## src/rtl/div16_seq_pkg.sv

```systemverilog
// Shared definitions for the sequential divider: width, FSM encoding and
// the single-bit full-adder cell the subtractor is built from.
package div16_seq_pkg;

    localparam int DIV_WIDTH = 16;

    typedef enum logic [1:0] {
        IDLE = 2'd0,
        RUN  = 2'd1,
        DONE = 2'd2
    } state_t;

    // One full-adder cell, returns {carry_out, sum}
    function automatic logic [1:0] full_add(input logic x, input logic y, input logic cin);
        return {(x & y) | (x & cin) | (y & cin), x ^ y ^ cin};
    endfunction

endpackage

```

## src/rtl/div16_seq_if.sv

```systemverilog
// Start/busy/done handshake plus operand and result buses of the divider.
interface div16_seq_if
    import div16_seq_pkg::*;
#(
    parameter int WIDTH = DIV_WIDTH
);

    logic             start;
    logic [WIDTH-1:0] a;
    logic [WIDTH-1:0] b;
    logic             busy;
    logic             done;
    logic [WIDTH-1:0] quotient;
    logic [WIDTH-1:0] remainder;
    logic             div_by_zero;

    modport master (
        output start, a, b,
        input  busy, done, quotient, remainder, div_by_zero
    );

    modport slave (
        input  start, a, b,
        output busy, done, quotient, remainder, div_by_zero
    );

endinterface

```

## src/rtl/div16_seq_sub_borrow.sv

```systemverilog
// Ripple subtractor: x - y computed as x + ~y + 1 through a chain of
// full-adder cells. borrow is the inverted final carry.
module div16_seq_sub_borrow
    import div16_seq_pkg::*;
#(
    parameter int WIDTH = DIV_WIDTH + 1
) (
    input  logic [WIDTH-1:0] x,
    input  logic [WIDTH-1:0] y,
    output logic [WIDTH-1:0] diff,
    output logic             borrow
);

    logic       carry;
    logic [1:0] fa;

    // Walk the carry from LSB to MSB, one full-adder cell per bit
    always_comb begin
        carry = 1'b1;
        diff  = '0;
        fa    = '0;
        for (int i = 0; i < WIDTH; i++) begin
            fa      = full_add(x[i], ~y[i], carry);
            diff[i] = fa[0];
            carry   = fa[1];
        end
    end

    assign borrow = ~carry;

endmodule

```

## src/rtl/div16_seq.sv

```systemverilog
// Sequential unsigned restoring divider, one trial subtraction per clock.
// Divide by zero takes a single pass through RUN with no iterations so that
// done still arrives one cycle later than a plain IDLE->DONE hop would give.
module div16_seq
    import div16_seq_pkg::*;
#(
    parameter int WIDTH = DIV_WIDTH
) (
    input logic        clk,
    input logic        rst_n,
    div16_seq_if.slave bus
);

    localparam int               CNT_W     = $clog2(WIDTH + 1);
    localparam logic [CNT_W-1:0] LAST_ITER = CNT_W'(WIDTH - 1);

    state_t           state;
    logic             busy_r;
    logic             done_r;
    logic             dbz_r;
    logic             zero_pend;
    logic [WIDTH-1:0] quotient_r;
    logic [WIDTH-1:0] remainder_r;
    logic [WIDTH-1:0] dividend;
    logic [WIDTH-1:0] divisor;
    logic [WIDTH-1:0] q_shift;
    logic [WIDTH-1:0] q_next;
    logic [CNT_W-1:0] iter_cnt;

    // Partial remainder and trial values carry one extra bit: shifting a
    // remainder >= 2^(WIDTH-1) left would otherwise lose its top bit.
    logic [WIDTH:0]   partial;
    logic [WIDTH:0]   trial;
    logic [WIDTH:0]   diff_full;
    logic [WIDTH:0]   next_partial;
    logic             borrow;

    assign trial = (partial << 1) | {{WIDTH{1'b0}}, dividend[WIDTH-1]};

    div16_seq_sub_borrow #(
        .WIDTH (WIDTH + 1)
    ) u_sub (
        .x      (trial),
        .y      ({1'b0, divisor}),
        .diff   (diff_full),
        .borrow (borrow)
    );

    assign next_partial = borrow ? trial : diff_full;
    assign q_next       = (q_shift << 1) | {{(WIDTH-1){1'b0}}, ~borrow};

    // FSM, iteration datapath and registered handshake/result outputs
    always_ff @(posedge clk or negedge rst_n) begin
        if (!rst_n) begin
            state       <= IDLE;
            busy_r      <= 1'b0;
            done_r      <= 1'b0;
            dbz_r       <= 1'b0;
            zero_pend   <= 1'b0;
            quotient_r  <= '0;
            remainder_r <= '0;
            dividend    <= '0;
            divisor     <= '0;
            q_shift     <= '0;
            partial     <= '0;
            iter_cnt    <= '0;
        end else begin
            done_r <= 1'b0;
            case (state)
                IDLE: begin
                    if (bus.start) begin
                        dividend  <= bus.a;
                        divisor   <= bus.b;
                        zero_pend <= (bus.b == '0);
                        dbz_r     <= 1'b0;
                        partial   <= '0;
                        q_shift   <= '0;
                        iter_cnt  <= '0;
                        busy_r    <= 1'b1;
                        state     <= RUN;
                    end
                end
                RUN: begin
                    if (zero_pend) begin
                        quotient_r  <= '1;
                        remainder_r <= dividend;
                        dbz_r       <= 1'b1;
                        done_r      <= 1'b1;
                        state       <= DONE;
                    end else begin
                        partial  <= next_partial;
                        dividend <= dividend << 1;
                        q_shift  <= q_next;
                        iter_cnt <= iter_cnt + CNT_W'(1);
                        if (iter_cnt == LAST_ITER) begin
                            quotient_r  <= q_next;
                            remainder_r <= next_partial[WIDTH-1:0];
                            done_r      <= 1'b1;
                            state       <= DONE;
                        end
                    end
                end
                DONE: begin
                    busy_r <= 1'b0;
                    state  <= IDLE;
                end
                default: begin
                    busy_r <= 1'b0;
                    state  <= IDLE;
                end
            endcase
        end
    end

    assign bus.busy        = busy_r;
    assign bus.done        = done_r;
    assign bus.quotient    = quotient_r;
    assign bus.remainder   = remainder_r;
    assign bus.div_by_zero = dbz_r;

endmodule

```

## src/flat_wrapper.sv

```systemverilog
// flat-port wrapper written by rule: the top's interface ports become plain ports
module div16_seq_flat import div16_seq_pkg::*;
#(
    parameter int WIDTH = DIV_WIDTH
)
  (clk, rst_n, bus_start, bus_a, bus_b, bus_busy, bus_done, bus_quotient, bus_remainder, bus_div_by_zero);
  div16_seq_if #(.WIDTH(WIDTH)) bus_i ();
  input logic clk;
  input logic rst_n;
  input wire logic [$bits(bus_i.start)-1:0] bus_start;
  input wire logic [$bits(bus_i.a)-1:0] bus_a;
  input wire logic [$bits(bus_i.b)-1:0] bus_b;
  output wire logic [$bits(bus_i.busy)-1:0] bus_busy;
  output wire logic [$bits(bus_i.done)-1:0] bus_done;
  output wire logic [$bits(bus_i.quotient)-1:0] bus_quotient;
  output wire logic [$bits(bus_i.remainder)-1:0] bus_remainder;
  output wire logic [$bits(bus_i.div_by_zero)-1:0] bus_div_by_zero;
  assign bus_i.start = bus_start;
  assign bus_i.a = bus_a;
  assign bus_i.b = bus_b;
  assign bus_busy = bus_i.busy;
  assign bus_done = bus_i.done;
  assign bus_quotient = bus_i.quotient;
  assign bus_remainder = bus_i.remainder;
  assign bus_div_by_zero = bus_i.div_by_zero;
  div16_seq #(.WIDTH(WIDTH)) u_core (.clk(clk), .rst_n(rst_n), .bus(bus_i));
endmodule
```

## config.mk

```make
export PLATFORM = sky130hd
export DESIGN_NAME = div16_seq_flat
export DESIGN_NICKNAME = d
export VERILOG_FILES = /design/src/rtl/div16_seq_pkg.sv /design/src/rtl/div16_seq_if.sv /design/src/rtl/div16_seq_sub_borrow.sv /design/src/rtl/div16_seq.sv /design/src/flat_wrapper.sv
export SDC_FILE = /design/constraint.sdc
export NUM_CORES = 1
export LEC_CHECK = 0
export ABC_CLOCK_PERIOD_IN_PS = 10200
export BUFFER_PORTS_ARGS = -buffer_cell sky130_fd_sc_hd__buf_4
export CELL_PAD_IN_SITES_DETAIL_PLACEMENT = 1
export CELL_PAD_IN_SITES_GLOBAL_PLACEMENT = 1
export CORE_MARGIN = 3
export CORE_UTILIZATION = 46
export CTS_BUF_LIST = sky130_fd_sc_hd__clkbuf_4 sky130_fd_sc_hd__clkbuf_8
export DETAILED_ROUTE_END_ITERATION = 16
export PLACE_DENSITY_LB_ADDON = 0.1
export REMOVE_ABC_BUFFERS = 1
export SYNTH_ARGS = -nofsm -noshare
export SYNTH_HDL_FRONTEND = slang
export SYNTH_SLANG_ARGS = --single-unit
export TNS_END_PERCENT = 100
```

## constraint.sdc

```tcl
create_clock -name clk -period 10.2 [get_ports clk]
set_input_delay 0.51 -clock clk [delete_from_list [all_inputs] [get_ports clk]]
set_output_delay 0.51 -clock clk [all_outputs]
set_load 0.1 [all_outputs]
```

==> summary.log <==
[sta] Final Max Tran Viols 0
[worst_setup_path] class of the most critical setup path flop to flop
[logic_synthesis] Synth Instances 480
[global_routing] largest net degree at the start of global routing 75
[drt] drt total wl 13.08 mm
[drt] number of vias per cell 5.869
[sta] post-layout minimum cycle time 8.890 ns
[floorplan] effective utilization at floorplan 47.82%
[sta] part of the cycle the worst path needs 87.16%
[worst_setup_path] worst path required time 10.49 ns
[layout] number of standard cells in the final layout excluding fillers 670
[sta] Fmax achieved 0.1125 GHz
[flow_run] number of max-cap violations 0
[sta] transition at the pin with the smallest max-transition slack 0.9548 ns
[worst_setup_path] category of the worst setup path capture point flop
[clock_network] CTS Sinks 106
[sta] sum of negative setup slack 0 ns
[layout] most common cell after layout, fill and taps aside sky130_fd_sc_hd__dfrtp_1
[worst_hold_path] path type of the worst min-delay path input port to async pin
[sta] worst max-slew margin expressed relative to the limit 36.35%
[worst_setup_path] most used cell, CP sky130_fd_sc_hd__fa_1
[floorplan] core box area 10,420 um2
[layout] growth of design area from synthesis to finish 16.28%
[worst_setup_path] arrival time of the worst setup path 9.18 ns
[logic_synthesis] number of distinct standard cells referenced by the synthesized netlist 37
[layout] commonest non-fill, non-tap cells in the layout sky130_fd_sc_hd__dfrtp_1 (106), sky130_fd_sc_hd__buf_4 (76), sky130_fd_sc_hd__nand2_1 (58), sky130_fd_sc_hd__o21ai_0 (49), sky130_fd_sc_hd__a22o_1 (40)
[clock_network] clock tree buffer depth 2
[floorplan] die boundary width 110.1 um
[worst_setup_path] end of the worst register-to-register path u_core.bus.remainder[15]
[floorplan] area of the die 12,110 um2
[logic_synthesis] cell types occupying the most area after synthesis sky130_fd_sc_hd__dfrtp_1 (53%), sky130_fd_sc_hd__a22o_1 (7.0%), sky130_fd_sc_hd__fa_1 (6.0%), sky130_fd_sc_hd__o21ai_0 (4.9%), sky130_fd_sc_hd__nand2_1 (4.4%)
[layout] Antenna Cells 0
[logic_synthesis] post-synth top area share 53.25%
[clock_network] CTS tree yes
[worst_setup_path] worst-path cell chain inv_1 > ha_1 > fa_1 > fa_1 > fa_1 > fa_1 > fa_1 > fa_1 > fa_1 > fa_1 > fa_1 > fa_1 > fa_1 > fa_1 > fa_1 > fa_1 > inv_1 > fa_1 > or2_2 > a211oi_1 > o31ai_1
[sta] setup violators final 0
[clock_network] root buffer cell sky130_fd_sc_hd__clkbuf_8
[worst_setup_path] worst-path fanout max 24
[global_routing] global-route wire length before repair 21.47 mm
[place] Detail Placement HPWL 8.711 mm
[logic_synthesis] area of the mapped netlist 4981 um2
[clock_network] Setup Fix Bufs, Post-CTS 0
[worst_setup_path] highest cell delay on the worst timing path 0.64 ns
[global_routing] number of antenna violations at the first check in global routing 0
[run_status] outcome complete, no violations
[drt] met3 routed WL 454 um
[place] gpl congestion 0.8485
[place] placed cell count 654
[clock_network] insertion delay of the later-clocked pin in the worst-skew pair 0.38 ns
[drt] WL met2 6.667 mm
[sta] RSZ-0062 raised after global routing no
[worst_setup_path] slack of the worst reg-to-reg path 1.31 ns
[worst_setup_path] FF-to-FF path depth 21
[logic_synthesis] leading area contributor after synthesis sky130_fd_sc_hd__dfrtp_1
[logic_synthesis] Avg Cell Area, Syn 10.38 um2
[layout] net count of the finished layout 582
[clock_network] hold_buf cts 0
[logic_synthesis] main flop type after synthesis sky130_fd_sc_hd__dfrtp_1
[drt] DRC 0
[layout] ratio of cells with drive above 1 in the final layout 18.54%
[clock_network] CTS Buf Count 9
[floorplan] Core Rows 37
[layout] fill cell total of the finished layout 1,184
[logic_synthesis] number of synthesized flops with an enable pin 0
[worst_setup_path] origin of the critical flop-to-flop path u_core.dividend[15]
[place] number of buffers inserted by port buffering 69
[logic_synthesis] Warnings, synthesis 0
[drt] Via Count 3,932
[drt] uppermost layer routed met4
[floorplan] Die Y 110.1 um
[global_routing] grt total ovfl 0
[drt] First DRT Iteration DRCs 209
[logic_synthesis] sequential cell area fraction in the yosys report 53.25%
[drt] first-pass iteration count of the detailed router 5
[global_routing] All-Layer GR Usage 23.21%
[floorplan] io pins 70
[sta] setup clock skew after layout 0.008189 ns
[worst_setup_path] critical path startpoint category flop
[drt] met1 wire length 5.682 mm
[clock_network] number of instances resized during post-cts repair 0
[worst_setup_path] slowest stage cell on the critical path sky130_fd_sc_hd__fa_1
[global_routing] number of global-route vias before repair 4,159
[sta] WHS 0.06416 ns
[sta] Final Hold Violating Endpoints 0
[drt] final routed wire length divided by cell count 19.51 um
[layout] Util after Layout 55.60%
[logic_synthesis] number of synthesized register bits 106
[drt] antenna viol nets, final 0
[clock_network] H-tree depth reported by CTS 3
[logic_synthesis] FFs w/ async S/R, synth 100.0%
[clock_network] clock transition at the register clock pins on the worst setup and hold paths after CTS 0.10 ns
## Yosys cell counts (2+ instances only)
cell type	n
sky130_fd_sc_hd__a211o_1	10
sky130_fd_sc_hd__a21o_1	15
sky130_fd_sc_hd__a21oi_1	29
sky130_fd_sc_hd__a22o_1	40
sky130_fd_sc_hd__a31oi_1	11
sky130_fd_sc_hd__a32o_1	5
sky130_fd_sc_hd__buf_2	10
sky130_fd_sc_hd__clkbuf_1	27
sky130_fd_sc_hd__dfrtp_1	106
sky130_fd_sc_hd__fa_1	15
sky130_fd_sc_hd__ha_1	3
sky130_fd_sc_hd__inv_1	25
sky130_fd_sc_hd__nand2_1	58
sky130_fd_sc_hd__nand3_1	3
sky130_fd_sc_hd__nor2_1	19
sky130_fd_sc_hd__nor2b_1	7
sky130_fd_sc_hd__nor3_1	10
sky130_fd_sc_hd__nor3b_1	2
sky130_fd_sc_hd__nor4_1	4
sky130_fd_sc_hd__o21ai_0	49
sky130_fd_sc_hd__o21ai_1	3
sky130_fd_sc_hd__o2bb2ai_1	2
sky130_fd_sc_hd__o31ai_1	6
sky130_fd_sc_hd__or2_2	2
sky130_fd_sc_hd__or3_1	7
## sequential cells by signal (all words and copies together), names as in the netlist, 2 cells and up
register / count
u_core.q_shift: 15
u_core.state: 2
u_core.partial: 16
u_core.iter_cnt: 5
u_core.dividend: 16
u_core.bus.remainder: 16
u_core.divisor: 16
u_core.bus.quotient: 16
## layer usage
metal	track usage, %	up-vias
met5	0	-
met4	9.083	0
met3	3.145	20
met2	40.08	83
met1	29.61	2038
li1	-	1791
## cell families after synthesis
logic type                 Yosys count  share of synthesized area [%]
adders and majority gates           18                          6.782
DFF                                106                          53.25
buffers and inverters               63                          5.150
muxes                                1                         0.2010
and+or+nand+nor                    119                          11.28
AOI/OAI and AO/OA                  173                          23.34
## how the worst max path moves through the flow
stage / cells after the start / from / endpoint / slack (ns)
4_1_cts: 21 / u_core.dividend[15] / u_core.bus.remainder[15] / 1.24
2_1_floorplan: 21 / u_core.dividend[15] / u_core.bus.remainder[15] / 1.90
5_1_grt: 21 / u_core.dividend[15] / u_core.bus.remainder[15] / 0.83
3_5_place_dp: 21 / u_core.dividend[15] / u_core.bus.remainder[11] / 1.25
6_report: 21 / u_core.dividend[15] / u_core.bus.remainder[15] / 1.31
3_3_place_gp: 21 / u_core.dividend[15] / u_core.bus.remainder[15] / 1.52
## worst max-delay path, delay by kind of cell, from the launching register on
| kind | cells | cell delay [ns] |
|---|---|---|
| flip-flops | 1 | 0.43 |
| adder cells (fa/ha/maj) | 16 | 7.31 |
| buffers and inverters | 2 | 0.17 |
| AO/OA/AOI/OAI | 2 | 0.39 |
| AND/OR/NAND/NOR | 1 | 0.52 |
## cell type report
type | count | area, um2 | area share (%)
Inverter | 25 | 93.84 | 1.620
Sequential cell | 106 | 2653 | 45.80
Clock buffer | 9 | 123.9 | 2.139
Clock inverter | 7 | 100.1 | 1.728
Multi-Input combinational cell | 311 | 2081 | 35.93
Tap cell | 136 | 170.2 | 2.938
Timing Repair Buffer | 76 | 570.5 | 9.851
## per-stage QoR
| stage | instance area, um2 | worst slack (ns) |
|---|---|---|
| 2_1_floorplan | 4818 | 1.904 |
| 3_3_place_gp | 5568 | 1.515 |
| 3_5_place_dp | 5568 | 1.250 |
| 4_1_cts | 5792 | 1.241 |
| 5_1_grt | 5792 | 0.8312 |
| 6_report | 5792 | 1.310 |
Power is not shown: default switching activity piles up to over one toggle a cycle in this logic, so the estimate is an artifact.
